--- config.mk ---
export PLATFORM = sky130hd
export DESIGN_NAME = rd_fifo_drain_arb
export DESIGN_NICKNAME = d
export VERILOG_FILES = /design/src/rtl/rd_fifo_drain_arb.sv
export SDC_FILE = /design/constraint.sdc
export NUM_CORES = 1
export LEC_CHECK = 0
export CAP_MARGIN = 5
export CORE_MARGIN = 2
export CORE_UTILIZATION = 37
export DETAILED_ROUTE_END_ITERATION = 10
export PLACE_DENSITY = 0.82
export SETUP_SLACK_MARGIN = 0.2
export SLEW_MARGIN = 20
export SYNTH_ARGS = -nofsm -noshare
export SYNTH_HDL_FRONTEND = slang
export SYNTH_SLANG_ARGS = --single-unit
export TNS_END_PERCENT = 30
--- constraint.sdc ---
create_clock -name rd_clk -period 2.1 [get_ports rd_clk]
set_input_delay 0.21 -clock rd_clk [delete_from_list [all_inputs] [get_ports rd_clk]]
set_output_delay 0.21 -clock rd_clk [all_outputs]
set_load 0.1 [all_outputs]
--- src/rtl/rd_fifo_drain_arb.sv ---
// Round-robin drain of NUM_SRC show-ahead FIFO read ports into one registered stream.
// A grant is held for a whole burst, ending on a source last beat or after MAX_BURST beats.
//
// state   | meaning
// --------+-----------------------------------------------------------------
// ST_IDLE | no grant; pick the next non-empty source starting at rr_ptr
// ST_LOCK | grant held on r_grant_id; pop when the source has data and the
//         | output register is free or draining
module rd_fifo_drain_arb #(
  parameter int NUM_SRC    = 4,
  parameter int DATA_WIDTH = 32,
  parameter int MAX_BURST  = 8,
  localparam int ID_W      = $clog2(NUM_SRC)
) (
  input  logic                          rd_clk,
  input  logic                          rd_rstn,
  input  logic [NUM_SRC-1:0]            src_empty,
  input  logic [NUM_SRC*DATA_WIDTH-1:0] src_rdata,
  input  logic [NUM_SRC-1:0]            src_last,
  output logic [NUM_SRC-1:0]            src_rd_en,
  output logic                          m_valid,
  output logic [DATA_WIDTH-1:0]         m_data,
  output logic                          m_last,
  output logic [ID_W-1:0]               m_src_id,
  input  logic                          m_ready,
  output logic                          busy
);

  localparam int BC_W = $clog2(MAX_BURST + 1);

  typedef enum logic {ST_IDLE, ST_LOCK} state_t;

  state_t                r_state, w_state_nxt;
  logic [ID_W-1:0]       r_rr_ptr;
  logic [ID_W-1:0]       r_grant_id;
  logic [BC_W-1:0]       r_beat_cnt;
  logic                  r_m_valid;
  logic [DATA_WIDTH-1:0] r_m_data;
  logic                  r_m_last;
  logic [ID_W-1:0]       r_m_src_id;

  logic [DATA_WIDTH-1:0] w_rdata_arr [NUM_SRC];
  logic [ID_W-1:0]       w_pick_id;
  logic                  w_pick_vld;
  logic [ID_W-1:0]       w_grant_inc;
  logic                  w_pop;
  logic                  w_last;

  for (genvar g = 0; g < NUM_SRC; g++) begin : g_unpack
    assign w_rdata_arr[g] = src_rdata[g*DATA_WIDTH +: DATA_WIDTH];
  end

  // Scan offsets from highest to lowest so the nearest non-empty source wins.
  always_comb begin
    logic [ID_W:0] v_sum;
    v_sum      = '0;
    w_pick_vld = 1'b0;
    w_pick_id  = '0;
    for (int k = NUM_SRC - 1; k >= 0; k--) begin
      v_sum = {1'b0, r_rr_ptr} + (ID_W+1)'(k);
      if (v_sum >= (ID_W+1)'(NUM_SRC)) v_sum = v_sum - (ID_W+1)'(NUM_SRC);
      if (!src_empty[v_sum[ID_W-1:0]]) begin
        w_pick_vld = 1'b1;
        w_pick_id  = v_sum[ID_W-1:0];
      end
    end
  end

  assign w_grant_inc = (r_grant_id == ID_W'(NUM_SRC - 1)) ? '0 : r_grant_id + 1'b1;
  assign w_last      = src_last[r_grant_id] | (r_beat_cnt == BC_W'(MAX_BURST - 1));
  assign w_pop       = (r_state == ST_LOCK) & ~src_empty[r_grant_id] & (~r_m_valid | m_ready);

  always_ff @(posedge rd_clk or negedge rd_rstn) begin
    if (!rd_rstn) r_state <= ST_IDLE;
    else          r_state <= w_state_nxt;
  end

  always_comb begin
    w_state_nxt = r_state;
    src_rd_en   = '0;
    busy        = 1'b0;
    case (r_state)
      ST_IDLE: begin
        if (w_pick_vld) w_state_nxt = ST_LOCK;
      end
      ST_LOCK: begin
        busy                  = 1'b1;
        src_rd_en[r_grant_id] = w_pop;
        if (w_pop && w_last) w_state_nxt = ST_IDLE;
      end
      default: w_state_nxt = ST_IDLE;
    endcase
  end

  always_ff @(posedge rd_clk or negedge rd_rstn) begin
    if (!rd_rstn) begin
      r_rr_ptr   <= '0;
      r_grant_id <= '0;
      r_beat_cnt <= '0;
      r_m_valid  <= 1'b0;
      r_m_data   <= '0;
      r_m_last   <= 1'b0;
      r_m_src_id <= '0;
    end else begin
      if (r_state == ST_IDLE && w_pick_vld) begin
        r_grant_id <= w_pick_id;
        r_beat_cnt <= '0;
      end
      if (w_pop) begin
        r_m_valid  <= 1'b1;
        r_m_data   <= w_rdata_arr[r_grant_id];
        r_m_last   <= w_last;
        r_m_src_id <= r_grant_id;
        r_beat_cnt <= r_beat_cnt + 1'b1;
        if (w_last) r_rr_ptr <= w_grant_inc;
      end else if (r_m_valid && m_ready) begin
        r_m_valid <= 1'b0;
      end
    end
  end

  assign m_valid  = r_m_valid;
  assign m_data   = r_m_data;
  assign m_last   = r_m_last;
  assign m_src_id = r_m_src_id;

endmodule

==> metrics.csv <==
metric,value,unit
peakVddDrop,0.000931,V
synth-xor-area-share,0.313,%
rrSetupSlack,0.14,ns
drv_cap,0,
max_stage_delay,0.53,ns
synth.mux.area_fraction,27.2,%
overflow,0,
yosysSeqAreaShare,40.3,%
timing.final.crit_share,98.7,%
synth_top_family_by_area,multiplexers,
cts-root-buf,clkbuf_8,
core_area,7290,sq um
rows,31,
internal_power,3.71,mW
final_cells,558,
switchingPower,5.01,mW
synthCells,269,
syn_nets,413,
area_growth,85.3,%
place_congestion,0.723,
die-width,90.9,um
synth_fa_ha_area_share,2.24,%
path_max_fanout,5,
finalMaxSlewViolations,0,
drc,0,
critPathCaptureType,output pin,
layout_commonest_cell,clkdlybuf4s50_1,
tightest_slew,0.595,ns
power_density,1680,nW/um^2
synth_area_leaders,"dfrtp_1, mux4_2, nand2_1",
async_reset_ff_share,100,%
drive_above_1_share,35.3,%
rsz0062_at_grt,true,
io_buffers,179,
grt_pass1_wl,14100,um
pwr-share-comb,75.7,%
grtUsageTotal,21.4,%
fin_worst_skew,0.00622,ns
postLayoutCoreUtil,71.1,%
numCtsBuffers,5,
worstHoldPathType,in2async,
setup_ws,0.0277,ns
hpwl,7110,um
vias,2786,
r2r-start,r_grant_id[0]$_DFFE_PN0P_,
dp_cells,543,
cts_tree,done,
synth_seq_cells,45,
ys.flop_type,dfrtp_1,
fin_hold_ws,0.463,ns
syn-cell-area,2800,sq um
nNetsFinal,602,
grt_pass1_vias,2933,
ys_types,32,
wl,9360,um
drt_iter0_drc,54,
clkLatencyLatePin,0.29,ns
crit_slowest_cell,mux4_2,
num_antenna_cells,0,
dpl_worst_slack,0.0236,ns
synth_compound_area_share,7.83,%
crit_required,1.89,ns
die_h,90.9,um
period_minus_slack,2.07,ns
startpoint_type,flop,
power_frac_seq,18.0,%
cp.buffers_inverters,1,
antenna_found_initial,0,
synth_top_area_share,40.3,%
syn_area_per_cell,10.4,sq um
yosysTopAreaCell,dfrtp_1,
drt-pass1-iter-count,4,
cts.sinks,45,
critPathKind,reg2out,
io-pin-count,180,
max_freq,483,MHz
finalSetupViolations,0,
report.final.hold_viol_count,0,
cts.clk_slew.worst_paths,0.08,ns
startpoint,r_grant_id[0]$_DFFE_PN0P_,
synth-edff-count,0,
start_util,38.3,%
slew_headroom,60.3,%
viasPerCell,4.99,
design_area,5180,sq um
swShare,57.5,%
status,"finished, final reports clean",
arrival,1.86,ns
cp_cell_sequence,"mux4_2, nor3b_4, and2_4, buf_12",
synth-simple-area-share,18.0,%
place_area,4700,sq um
critical-path-top-delay-family,multiplexers,
grt_max_degree,39,
htreeDepth,2,
yosys_warnings,0,
dieArea,8270,sq um
post_drt_wl_per_cell,16.8,um
postRouteAntennaNets,0,
p_leak,2.27,nW
final_cell_mix,"clkdlybuf4s50_1, buf_4, nand2_1, dfrtp_1, mux4_2",
pwr-share-clk,6.3,%
clockBufferDepth,2,
-- power by group through the flow --
| stage | combinational [mW] | sequential [mW] | clock, mW |
|---|---|---|---|
| CTS | 5.94 | 1.56 | 0.561 |
| finish | 6.60 | 1.57 | 0.545 |
| floorplan | 2.00 | 3.99 | 0 |
| global route | 6.92 | 1.62 | 0.602 |
| global placement | 5.79 | 1.56 | 0 |
| detailed placement | 5.87 | 1.58 | 0 |
-- flip-flops by register name, indices dropped and copies added, names as in the netlist --
| name | flops |
|---|---|
| m_data | 32 |
| r_beat_cnt | 4 |
| m_src_id | 2 |
| r_grant_id | 2 |
| r_rr_ptr | 2 |
| m_last | 1 |
| m_valid | 1 |
| r_state | 1 |
-- area by class of cell --
class / instances / area [sq um]
Fill cell: 550 / 2110
Timing Repair Buffer: 201 / 1990
Multi-Input combinational cell: 199 / 1820
Sequential cell: 45 / 1130
Tap cell: 99 / 124
Clock buffer: 8 / 90.1
Inverter: 6 / 22.5
-- worst reg2reg max path: cells and delay by family, from the launching register on --
| kind | cells | cell delay (ns) |
|---|---|---|
| buffers and inverters | 3 | 0.54 |
| DFF | 1 | 0.38 |
| and+or+nand+nor | 3 | 0.43 |
| muxes | 1 | 0.53 |
-- layer usage --
metal,track usage (%),share of wire (%),vias to the layer above
li1,-,-,1340
met1,23.5,38,1316
met2,40.6,54,124
met3,6.47,7.7,6
met4,3.91,0.76,0
met5,0,0,-
-- timing repair --
item                                    CTS  global route
pin swaps                                 3            45
hold endpoints to repair                 25             0
gates resized for setup                   1            77
hold buffers                              1             0
endpoints found under the setup margin    8            40
setup buffers                             3             1
gates cloned                              0             2
-- through the flow --
stage / power (mW) / setup TNS, ns
finish: 8.71 / 0
global route: 9.15 / -0.194
CTS: 8.06 / -0.0320
detailed placement: 7.45 / 0
global placement: 7.35 / 0
floorplan: 5.99 / 0
-- logic make-up (layout without fill, tap and decap cells) --
kind of cell,Yosys count,after routing
AOI/OAI and AO/OA,33,33
adders and majority gates,5,5
buffers and inverters,25,215
DFF,45,45
and+or+nand+nor,112,112
xor gates and xnor gates,1,1
muxes,48,48
-- worst paths after layout --
path	end	depth (start not counted)
max	src_rd_en[0]	4
min	m_data[10]$_DFFE_PN0N_	2
max reg2reg	m_data[27]$_DFFE_PN0N_	7
min reg2reg	m_data[23]$_DFFE_PN0N_	2
max in group asynchronous	m_data[27]$_DFFE_PN0N_	3
min in group rd_clk	m_data[23]$_DFFE_PN0N_	2
-- Yosys cell counts (all sizes together), types with 5 or more instances --
library cell	n
inv	6
dfrtp	45
o211ai	13
o21ai	9
clkbuf	6
nand2	78
mux4	21
ha	5
buf	13
mux2i	14
nand3	19
mux2	13
Power figures use the tool's default switching activity.
